===== src/rtl/input_loader.sv =====
// Writer side of the m1 input SRAM: packs a 32-bit word stream into 128-bit lines,
// writes them from BASE_ADDR upward, then writes a length header and kicks the pipeline.
module input_loader #(
    parameter int unsigned ADDR_WIDTH = 16,
    parameter int unsigned LINE_WIDTH = 128,
    parameter int unsigned WORD_WIDTH = 32,
    parameter logic [ADDR_WIDTH-1:0] HDR_ADDR  = '0,
    parameter logic [ADDR_WIDTH-1:0] BASE_ADDR = ADDR_WIDTH'(1)
) (
    input  logic                  clock,
    input  logic                  rst,
    input  logic                  enable,
    input  logic                  in_valid,
    output logic                  in_ready,
    input  logic [WORD_WIDTH-1:0] in_data,
    input  logic                  in_last,
    output logic [ADDR_WIDTH-1:0] m1WriteAddr,
    output logic [LINE_WIDTH-1:0] m1WriteVal,
    output logic                  m1WE,
    output logic                  done,
    output logic                  pipe_start,
    output logic                  overflow
);

    localparam int unsigned LANES  = LINE_WIDTH / WORD_WIDTH;
    localparam int unsigned LANE_W = $clog2(LANES);
    localparam logic [LANE_W-1:0] LAST_LANE = LANE_W'(LANES - 1);

    typedef enum logic [1:0] {StIdle, StFill, StHeader, StDone} state_e;

    state_e                  state_q, state_d;
    logic [LANE_W-1:0]       lane_q, lane_d;
    logic [31:0]             count_q, count_d;
    logic [ADDR_WIDTH-1:0]   addr_q, addr_d;
    logic [LINE_WIDTH-1:0]   line_q, line_d;
    logic                    ovf_q, ovf_d;
    logic                    done_q, done_d;
    logic                    pipe_q, pipe_d;
    logic                    we_q, we_d;
    logic [ADDR_WIDTH-1:0]   waddr_q, waddr_d;
    logic [LINE_WIDTH-1:0]   wval_q, wval_d;
    logic [LINE_WIDTH-1:0]   merged;
    logic [LINE_WIDTH-1:0]   hdr;
    logic                    beat;

    assign in_ready = (state_q == StFill);
    assign beat     = in_valid & in_ready;

    always_comb begin
        state_d = state_q;
        lane_d  = lane_q;
        count_d = count_q;
        addr_d  = addr_q;
        line_d  = line_q;
        ovf_d   = ovf_q;
        we_d    = 1'b0;
        waddr_d = waddr_q;
        wval_d  = wval_q;

        // First word of a line lands in the MSBs; lanes not yet filled stay zero.
        merged = line_q;
        for (int k = 0; k < LANES; k++) begin
            if (lane_q == k[LANE_W-1:0]) begin
                merged[LINE_WIDTH-1-WORD_WIDTH*k -: WORD_WIDTH] = in_data;
            end
        end

        hdr               = '0;
        hdr[LINE_WIDTH-1] = ovf_q;
        hdr[31:0]         = count_q;

        unique case (state_q)
            StIdle: begin
                if (enable) begin
                    state_d = StFill;
                    lane_d  = '0;
                    count_d = '0;
                    addr_d  = BASE_ADDR;
                    line_d  = '0;
                end
            end
            StFill: begin
                if (beat) begin
                    count_d = count_q + 32'd1;
                    line_d  = merged;
                    lane_d  = lane_q + 1'b1;
                    if (lane_q == LAST_LANE || in_last) begin
                        we_d    = 1'b1;
                        waddr_d = addr_q;
                        wval_d  = merged;
                        line_d  = '0;
                        lane_d  = '0;
                        addr_d  = addr_q + 1'b1;
                        if (in_last) begin
                            state_d = StHeader;
                        end else if (addr_q == '1) begin
                            // m1 is full: truncate the message here.
                            state_d = StHeader;
                            ovf_d   = 1'b1;
                        end
                    end
                end
            end
            StHeader: begin
                we_d    = 1'b1;
                waddr_d = HDR_ADDR;
                wval_d  = hdr;
                state_d = StDone;
            end
            StDone: begin
                if (!enable) begin
                    state_d = StIdle;
                    ovf_d   = 1'b0;
                end
            end
            default: state_d = StIdle;
        endcase

        // done lags entry into DONE by one cycle; pipe_start fires alongside the first done.
        done_d = (state_q == StDone) && (state_d == StDone);
        pipe_d = (state_q == StDone) && !done_q && !pipe_q;
    end

    always_ff @(posedge clock) begin
        if (rst) begin
            state_q <= StIdle;
            lane_q  <= '0;
            count_q <= '0;
            addr_q  <= BASE_ADDR;
            line_q  <= '0;
            ovf_q   <= 1'b0;
            done_q  <= 1'b0;
            pipe_q  <= 1'b0;
            we_q    <= 1'b0;
            waddr_q <= '0;
            wval_q  <= '0;
        end else begin
            state_q <= state_d;
            lane_q  <= lane_d;
            count_q <= count_d;
            addr_q  <= addr_d;
            line_q  <= line_d;
            ovf_q   <= ovf_d;
            done_q  <= done_d;
            pipe_q  <= pipe_d;
            we_q    <= we_d;
            waddr_q <= waddr_d;
            wval_q  <= wval_d;
        end
    end

    assign m1WE        = we_q;
    assign m1WriteAddr = waddr_q;
    assign m1WriteVal  = wval_q;
    assign done        = done_q;
    assign pipe_start  = pipe_q;
    assign overflow    = ovf_q;

endmodule


===== config.mk =====
export PLATFORM = sky130hd
export DESIGN_NAME = input_loader
export DESIGN_NICKNAME = d
export VERILOG_FILES = /design/src/rtl/input_loader.sv
export SDC_FILE = /design/constraint.sdc
export NUM_CORES = 1
export LEC_CHECK = 0
export CAP_MARGIN = 20
export CELL_PAD_IN_SITES_DETAIL_PLACEMENT = 0
export CELL_PAD_IN_SITES_GLOBAL_PLACEMENT = 2
export CORE_MARGIN = 2
export CORE_UTILIZATION = 36
export DETAILED_ROUTE_END_ITERATION = 8
export PLACE_DENSITY_LB_ADDON = 0.1
export SLEW_MARGIN = 5
export SYNTH_ARGS = -nofsm -noshare
export SYNTH_HDL_FRONTEND = slang
export SYNTH_SLANG_ARGS = --single-unit

===== constraint.sdc =====
create_clock -name clock -period 4.6 [get_ports clock]
set_clock_uncertainty 0.1 [all_clocks]
set_input_delay 0.69 -clock clock [delete_from_list [all_inputs] [get_ports clock]]
set_output_delay 0.69 -clock clock [all_outputs]
set_load 0.01 [all_outputs]

=== After elaboration in Yosys (flattened, before gate mapping) ===
Cells that the tools add are included.

* Add/sub/neg operators: 3
* Mux-type cells: 41
* Eq/ne operators: 14
* Bitwise gates (word level): 1
* Reductions and logical operators: 15

{| class="wikitable"
|+ Operator list
! cell !! count
|-
| 2-to-1 mux 128 bit || 5
|-
| case mux 128 bit (2 select lines) || 2
|-
| 2-to-1 mux 32 bit || 6
|-
| 2-to-1 mux 16 bit || 5
|-
| case mux 16 bit (2 select lines) || 2
|-
| case mux 32 bit (2 select lines) || 1
|-
| adder 32 x 1 -> 32 bit (second input constant) || 1
|-
| 2-to-1 mux 2 bit || 9
|-
| adder 16 x 1 -> 16 bit (second input constant) || 1
|-
| equality test 16 bit (second input constant) || 1
|-
| equality test 2 bit (second input constant) || 5
|-
| case mux 2 bit (4 select lines) || 1
|-
| 2-to-1 mux 1 bit || 7
|-
| inequality test 2 x 1 -> 1 bit (second input constant) || 3
|-
| inequality test 2 bit (second input constant) || 3
|-
| AND reduction 3 bit || 2
|-
| AND reduction 6 bit || 1
|-
| nonzero test 2 bit || 3
|-
| equality test 2 x 1 -> 1 bit (second input constant) || 2
|-
| logical NOT 2 bit || 2
|-
| case mux 1 bit (2 select lines) || 2
|-
| case mux 2 bit (2 select lines) || 1
|-
| AND reduction 4 bit || 1
|-
| logical AND 1 bit || 3
|-
| other kinds (4) || 5
|}

* Output and inout bits: 149
* Bits in registers: 328
* Input bits: 37

=== Longest topological paths before layout ===
Gate-level depths: netlist (run 1).

* Word-level depth: 8
* Gate-level depth with buffers: 10

=== Worst setup path after synthesis (run 1) ===
OpenSTA, ideal clock, no wires.

* Path type: input to register
* Start point: input port in_last
* End point: register wval_q[10], in the netlist m1WriteVal[10]
* Arrival: 1.967 ns
* Setup slack: 2.400 ns
* Cell stages on the path: 8
* Required time: 4.368 ns
* Library setup time: 0.132 ns
* Path through: buf_6 > or3b_4 > buf_6 > and3_1 > buf_2 > clkbuf_1 > nand2_1 > a21oi_1

* Longest elaborated chain between the ends: 3

{| class="wikitable"
|+ RTL lines
! item !! RTL line !! RTL
|-
| start: declaration || 16 || <nowiki>input logic in_last,</nowiki>
|-
| logical OR 1 bit || 87 || <nowiki>if (lane_q == LAST_LANE || in_last) begin</nowiki>
|-
| inequality test 2 x 1 -> 1 bit (no source line) || n/a ||
|-
| AND reduction 3 bit (no source line) || n/a ||
|-
| end signal: assignment || 148 || <nowiki>wval_q <= wval_d;</nowiki>
|-
| end: declaration || 41 || <nowiki>logic [LINE_WIDTH-1:0] wval_q, wval_d;</nowiki>
|}

No other way between the ends.
A chain may end at the register's enable or synchronous reset.

=== Worst setup path after layout (run 1) ===
* Start point: register state_q[1]
* End point: register wval_q[94], in the netlist m1WriteVal[94]

* Longest elaborated chain between the ends: 4
* Elaborated cells on any way between the ends: 8
* Classes of those cells: eq/ne (4); mux (1); bitwise (1); reduce/logical (2)

{| class="wikitable"
|+ RTL lines
! item !! RTL line !! RTL
|-
| start: declaration || 31 || <nowiki>state_e state_q, state_d;</nowiki>
|-
| start signal: assignment || 126 || <nowiki>state_q <= StIdle;</nowiki>
|-
| start signal: assignment || 138 || <nowiki>state_q <= state_d;</nowiki>
|-
| equality test 2 x 1 -> 1 bit || 46, 72 ||
|-
| AND 1 bit || 47 || <nowiki>assign beat = in_valid & in_ready;</nowiki>
|-
| inequality test 2 x 1 -> 1 bit (no source line) || n/a ||
|-
| AND reduction 3 bit (no source line) || n/a ||
|}

Parallel ways exist; a longest one is shown, timed or not.

==> results of run 1 <==
## kinds of logic after synthesis
| family | after synthesis |
|---|---|
| fa+ha+maj | 10 |
| buf+inv | 161 |
| flops | 328 |
| mux | 137 |
| compound gates | 359 |
| simple gates | 703 |
| xor+xnor | 10 |
## sequential cells by signal (all words and copies together) (netlist names)
register / cells
lane_q: 2
state_q: 2
line_q: 128
overflow: 1
pipe_start: 1
m1WriteVal: 128
count_q: 32
done: 1
m1WE: 1
m1WriteAddr: 16
addr_q: 16
## synth_stat cells, drive strengths merged (4+ instances only)
cell | number | area, um^2
nand3 | 21 | 118
nor2 | 15 | 56.3
o21ai | 53 | 265
and4 | 7 | 61.3
a21oi | 273 | 1370
mux2i | 135 | 1350
clkbuf | 92 | 345
nand4 | 17 | 106
buf | 55 | 437
xor2 | 6 | 52.6
ha | 10 | 125
inv | 14 | 52.6
nand2b | 5 | 33.8
nand2 | 331 | 1240
xnor2 | 4 | 35.0
nor4 | 8 | 50.1
and3 | 6 | 37.5
nand3b | 15 | 113
dfxtp | 328 | 6570
and2 | 36 | 225
or3 | 215 | 1350
or4 | 14 | 105
o31ai | 13 | 97.6
## cell type report
cell class	instances	area share, %
multi-input cells	1219	40.0
clock inverters	14	0.796
flip-flops and latches	328	37.0
clock buffers	56	6.71
well taps	525	3.70
inverters	14	0.296
repair buffers	205	11.5
## where the power goes
group	switching (W)	internal (W)
registers	0.000138	0.00300
clock network	0.00128	0.00192
logic	0.00192	0.000759
## per-stage QoR
step	hold slack, ns	total power, W	worst slack [ns]	instance area [um^2]	cells
detailed placement	0.324	0.00590	0.947	16400	2291
global route	0.363	0.00951	0.982	17800	2361
CTS	0.337	0.00913	1.29	17800	2361
floorplan	0.329	0.00515	2.40	14500	1708
global placement	0.311	0.00590	1.00	16400	2291
finish	0.333	0.00901	1.26	17800	2361
## metal layers
layer / vias to the layer above / wire (um) / track usage, %
li1: 6157 / - / -
met1: 5837 / 21700 / 30.6
met2: 286 / 21100 / 34.1
met3: 55 / 2350 / 3.42
met4: 0 / 1020 / 6.96
met5: - / 0 / 0
## worst max path at each step
stage / from / endpoint / slack [ns] / depth (start not counted)
2_1_floorplan: in_last / m1WriteVal[10] / 2.40 / 8
3_3_place_gp: in_valid / m1WriteVal[95] / 1.00 / 6
3_5_place_dp: in_valid / m1WriteVal[94] / 0.95 / 6
4_1_cts: state_q[1] / m1WriteVal[94] / 1.29 / 7
5_1_grt: state_q[1] / m1WriteVal[92] / 0.98 / 7
6_report: state_q[1] / m1WriteVal[94] / 1.26 / 7
==> results.cfg, run 1 <==
[run_status]
status = finished clean

[worst_setup_path]
worstPathRequired_ns = 4.99
criticalPathCategory = reg -> reg
worstSetupEndpointType = flop
crit_buf_inv = 2
ff2ff_setup_slack_ns = 1.26
r2r-start = state_q[1]
cp-start-kind = flop
crit_family = simple AND/OR/NAND/NOR gates
path_cells = inv_1 > ha_1 > nand2b_2 > nand3_4 > buf_4 > or3_1 > a21oi_1
r2r_cells = 7
rr_endpoint = m1WriteVal[94]
crit_arrival_ns = 3.73
crit_fanout = 78
slowest_delay_ns = 0.71
critPathSlowestCell = nand3_4

[yosys]
syn-num-nets = 1755
synth-edff-count = 0
ys_async_sr_fraction_pct = 0
yosys_most_used_dff = dfxtp_1
synth-compound-area-share_pct = 13.1
synth_fa_ha_area_share_pct = 0.864
yosys.area_share.xor_xnor_pct = 0.605
synthCells = 1708
synth_top_family_by_area = simple AND/OR/NAND/NOR gates
synth_warnings = 0
yosysUniqueCellTypes = 55
syn_area_per_cell_um2 = 8.48
synthMuxAreaShare_pct = 9.51
synth_area_mm2 = 0.0145
synth-seq-cells = 328
seq_area_frac_synth_pct = 45.3
yosys.area_share.simple_pct = 24.8

[sta]
hold_viol = 0
setup_tns_ns = 0
relSlewSlack_pct = 31.1
slew_violations = 0
tightest_slew_ns = 1.03
rsz0062_at_grt = no
post-route-period-util_pct = 72.7
fmax_mhz = 299
finalSetupViolCount = 0
fin_crit_ns = 3.34

[global_route]
grt-ovfl-total = 0
grt_antenna_before_repair = 2
grt_pass1_wl_um = 70000
grt_util_all_layers_pct = 21.8
grt_max_degree = 157
grt_pass1_vias = 11400

[placed_design]
io_buffers = 185
dp_hpwl_um = 28700
gp_congestion = 0.777

[clock_network]
clkSinkCount = 328
cts_root_buffer = clkbuf_16
htreeDepth = 2
cts_hold_buf = 0
cts_resized = 0
cts.path.max_buffers = 3
cts_tree = yes
postCtsSetupBuffers = 0
clkTransAtPathRegs_ns = 0.06
cts_buffers = 39
clk_latency_ns = 0.55

[pwr]
p_per_area_mw_per_mm2 = 508
total_leakage_power_nw = 5.62
ir_drop_v = 0.000444

[hold_path]
min-delay-start = pipe_start
hold_class = reg -> reg
holdPathStages = 1
whs_endpoint = pipe_start

[drt]
vias = 12300
avgRoutedWirePerCell_um = 19.5
drc = 0
drtIter0Drc = 805
firstDrtPassIters = 5
drt_wl_total_um = 46100
drtAntennaViolNets = 0
viasPerCell = 5.22

[floorplan]
num_rows = 73
core_mm2 = 0.0397
ios = 186
die_w_um = 205
floorplan.die.height_um = 205
initial_core_util_pct = 36.4
dieArea_mm2 = 0.0418

[layout]
final_cell_mix = 330 x nand2_1, 328 x dfxtp_1, 273 x a21oi_1
antenna_cells = 0
fillers = 4005
regArea_mm2 = 0.00657
final_common_cell = nand2_1
utilization_pct = 44.7
drive_gt1_share_pct = 5.50
multi_input_comb_area_mm2 = 0.00711
area_delta_synth_final_pct = 22.6
fin_nets = 1854

[run]
max-cap-violations = 0
Note: power is estimated with default switching activity, not from simulation.
==> run 2: changes to the inputs <==
- CORE_UTILIZATION: 36 -> 30
- clock period: 4.6 -> 2.95 ns (I/O delays scaled with it)
==> run 2 against run 1 <==
  * Routed wire length up 5.6%
  * Setup slack worse by 1.1 ns
  * Hold slack got worse by 0.16 ns
  * Non-clock buffer count grew 20
  * Clock power rose by 47%
  * Register-to-register slack lost 0.85 ns
  * Cell area rose by 1.6%
  * Global-route usage down 2.6 points
  * Highest routed layer unchanged
==> results.cfg, run 2 (synthesis results as in run 1) <==
[layout]
fillers = 4948
final_common_cell = nand2_1
final_cell_mix = 330 x nand2_1, 328 x dfxtp_1, 273 x a21oi_1
stdcell_area_mm2 = 0.0181
area_delta_synth_final_pct = 24.7
utilization_pct = 37.9
drive_gt1_share_pct = 5.88
fin_nets = 1875

[pwr]
ir_drop_v = 0.000534
p_sw_share_pct = 37.4
p_per_area_mw_per_mm2 = 785
p_seq_share_pct = 34.3
switchingPower_w = 0.00530
p_int_w = 0.00887
clkPwrFrac_pct = 33.1
p_comb_share_pct = 32.5
total_leakage_power_nw = 5.70

[clock_network]
cts_buffers = 40
cts.path.max_buffers = 3
clkTransAtPathRegs_ns = 0.06
cts_resized = 0
cts_hold_buf = 0
htreeDepth = 2
clk_latency_ns = 0.56
clkSinkCount = 328
postCtsSetupBuffers = 0
cts_tree = yes
cts_root_buffer = clkbuf_16

[drt]
drtAntennaViolNets = 0
vias = 12400
viasPerCell = 5.04
firstDrtPassIters = 5
drtIter0Drc = 799
drt_wl_total_um = 48700
avgRoutedWirePerCell_um = 19.7
drc = 0

[global_route]
grt-ovfl-total = 0
grt_antenna_before_repair = 4
grt_pass1_vias = 11800
grt_pass1_wl_um = 74100
grt_max_degree = 120
grt_util_all_layers_pct = 19.2

[worst_setup_path]
rr_endpoint = m1WriteVal[13]
r2r_cells = 8
cp-start-kind = flop
r2r-start = state_q[1]
ff2ff_setup_slack_ns = 0.41
worstSetupEndpointType = output port
criticalPathCategory = reg -> out
crit_path_start = state_q[1]
crit_fanout = 13
worstPathRequired_ns = 2.41
crit_arrival_ns = 2.22

[placed_design]
dp_hpwl_um = 31300
io_buffers = 185
gp_congestion = 0.753
place_area_mm2 = 0.0168

[floorplan]
floorplan.die.height_um = 224
core_mm2 = 0.0476
initial_core_util_pct = 30.4
dieArea_mm2 = 0.0500
num_rows = 80
die_w_um = 224
ios = 186

[sta]
fmax_mhz = 362
rsz0062_at_grt = no
relSlewSlack_pct = 47.3
setup_tns_ns = 0
finalSetupViolCount = 0
fin_crit_ns = 2.76
slew_violations = 0
tightest_slew_ns = 0.791
hold_slack_ns = 0.177
post-route-period-util_pct = 93.6
hold_viol = 0

[hold_path]
whs_endpoint = m1WriteAddr[11]
min-delay-start = rst
holdPathStages = 2
hold_class = in -> reg

[run_status]
status = finished clean

[run]
max-cap-violations = 0
-- run 2: changes by cell type in the layout (fill, tap and decap cells not counted), sizes merged --
cell / change
diode: +2
buf: +20
bufinv: -2
clkbuf: +5
clkinv: -5
clkinvlp: -1
-- run 2: worst max-delay path by stage --
stage / endpoint / depth (start not counted)
after floorplan: line_q[67] / 10
after detailed placement: addr_q[15] / 5
after CTS: in_ready / 4
final: in_ready / 4
after global routing: in_ready / 4
after global placement: m1WriteVal[31] / 7
-- run 2: cell type report --
cell class / count / area (um^2) / share of cell area, %
Antenna cell: 2 / 5.00 / 0.0277
Clock buffer: 61 / 1180 / 6.54
Clock inverter: 6 / 37.5 / 0.208
Inverter: 14 / 52.6 / 0.291
Multi-Input combinational cell: 1219 / 7110 / 39.4
Sequential cell: 328 / 6570 / 36.4
Tap cell: 615 / 769 / 4.26
Timing Repair Buffer: 225 / 2330 / 12.9
-- run 2: per-layer routing --
metal  global-route usage [%]  routed length [um]  up-vias
met5                        0                   0        -
met1                     27.7               23700     5937
li1                         -                   -     6195
met4                     5.76                1110        0
met2                     29.5               21600      251
met3                     3.08                2250       65
-- run 2: through the flow --
| step | setup slack [ns] | cells | total power [W] |
|---|---|---|---|
| finish | 0.189 | 2470 | 0.0142 |
| global route | 0.0797 | 2468 | 0.0150 |
| detailed placement | 0.345 | 2401 | 0.00962 |
| global placement | 0.346 | 2401 | 0.00964 |
| floorplan | 0.826 | 1708 | 0.00803 |
| CTS | 0.148 | 2468 | 0.0144 |
-- run 2: power groups by stage --
stage / Clock (W) / Combinational (W) / Sequential, W
2_1_floorplan: 0 / 0.00305 / 0.00499
4_1_cts: 0.00486 / 0.00469 / 0.00486
6_report: 0.00470 / 0.00461 / 0.00486
3_3_place_gp: 0 / 0.00468 / 0.00496
5_1_grt: 0.00503 / 0.00505 / 0.00489
3_5_place_dp: 0 / 0.00467 / 0.00495
-- run 2: worst max-delay path, cell delays in order (launching register included) --
cell and delay, ns:
dfxtp_1 0.36, inv_1 0.12, ha_1 0.37, buf_4 0.26, clkdlybuf4s50_1 0.55
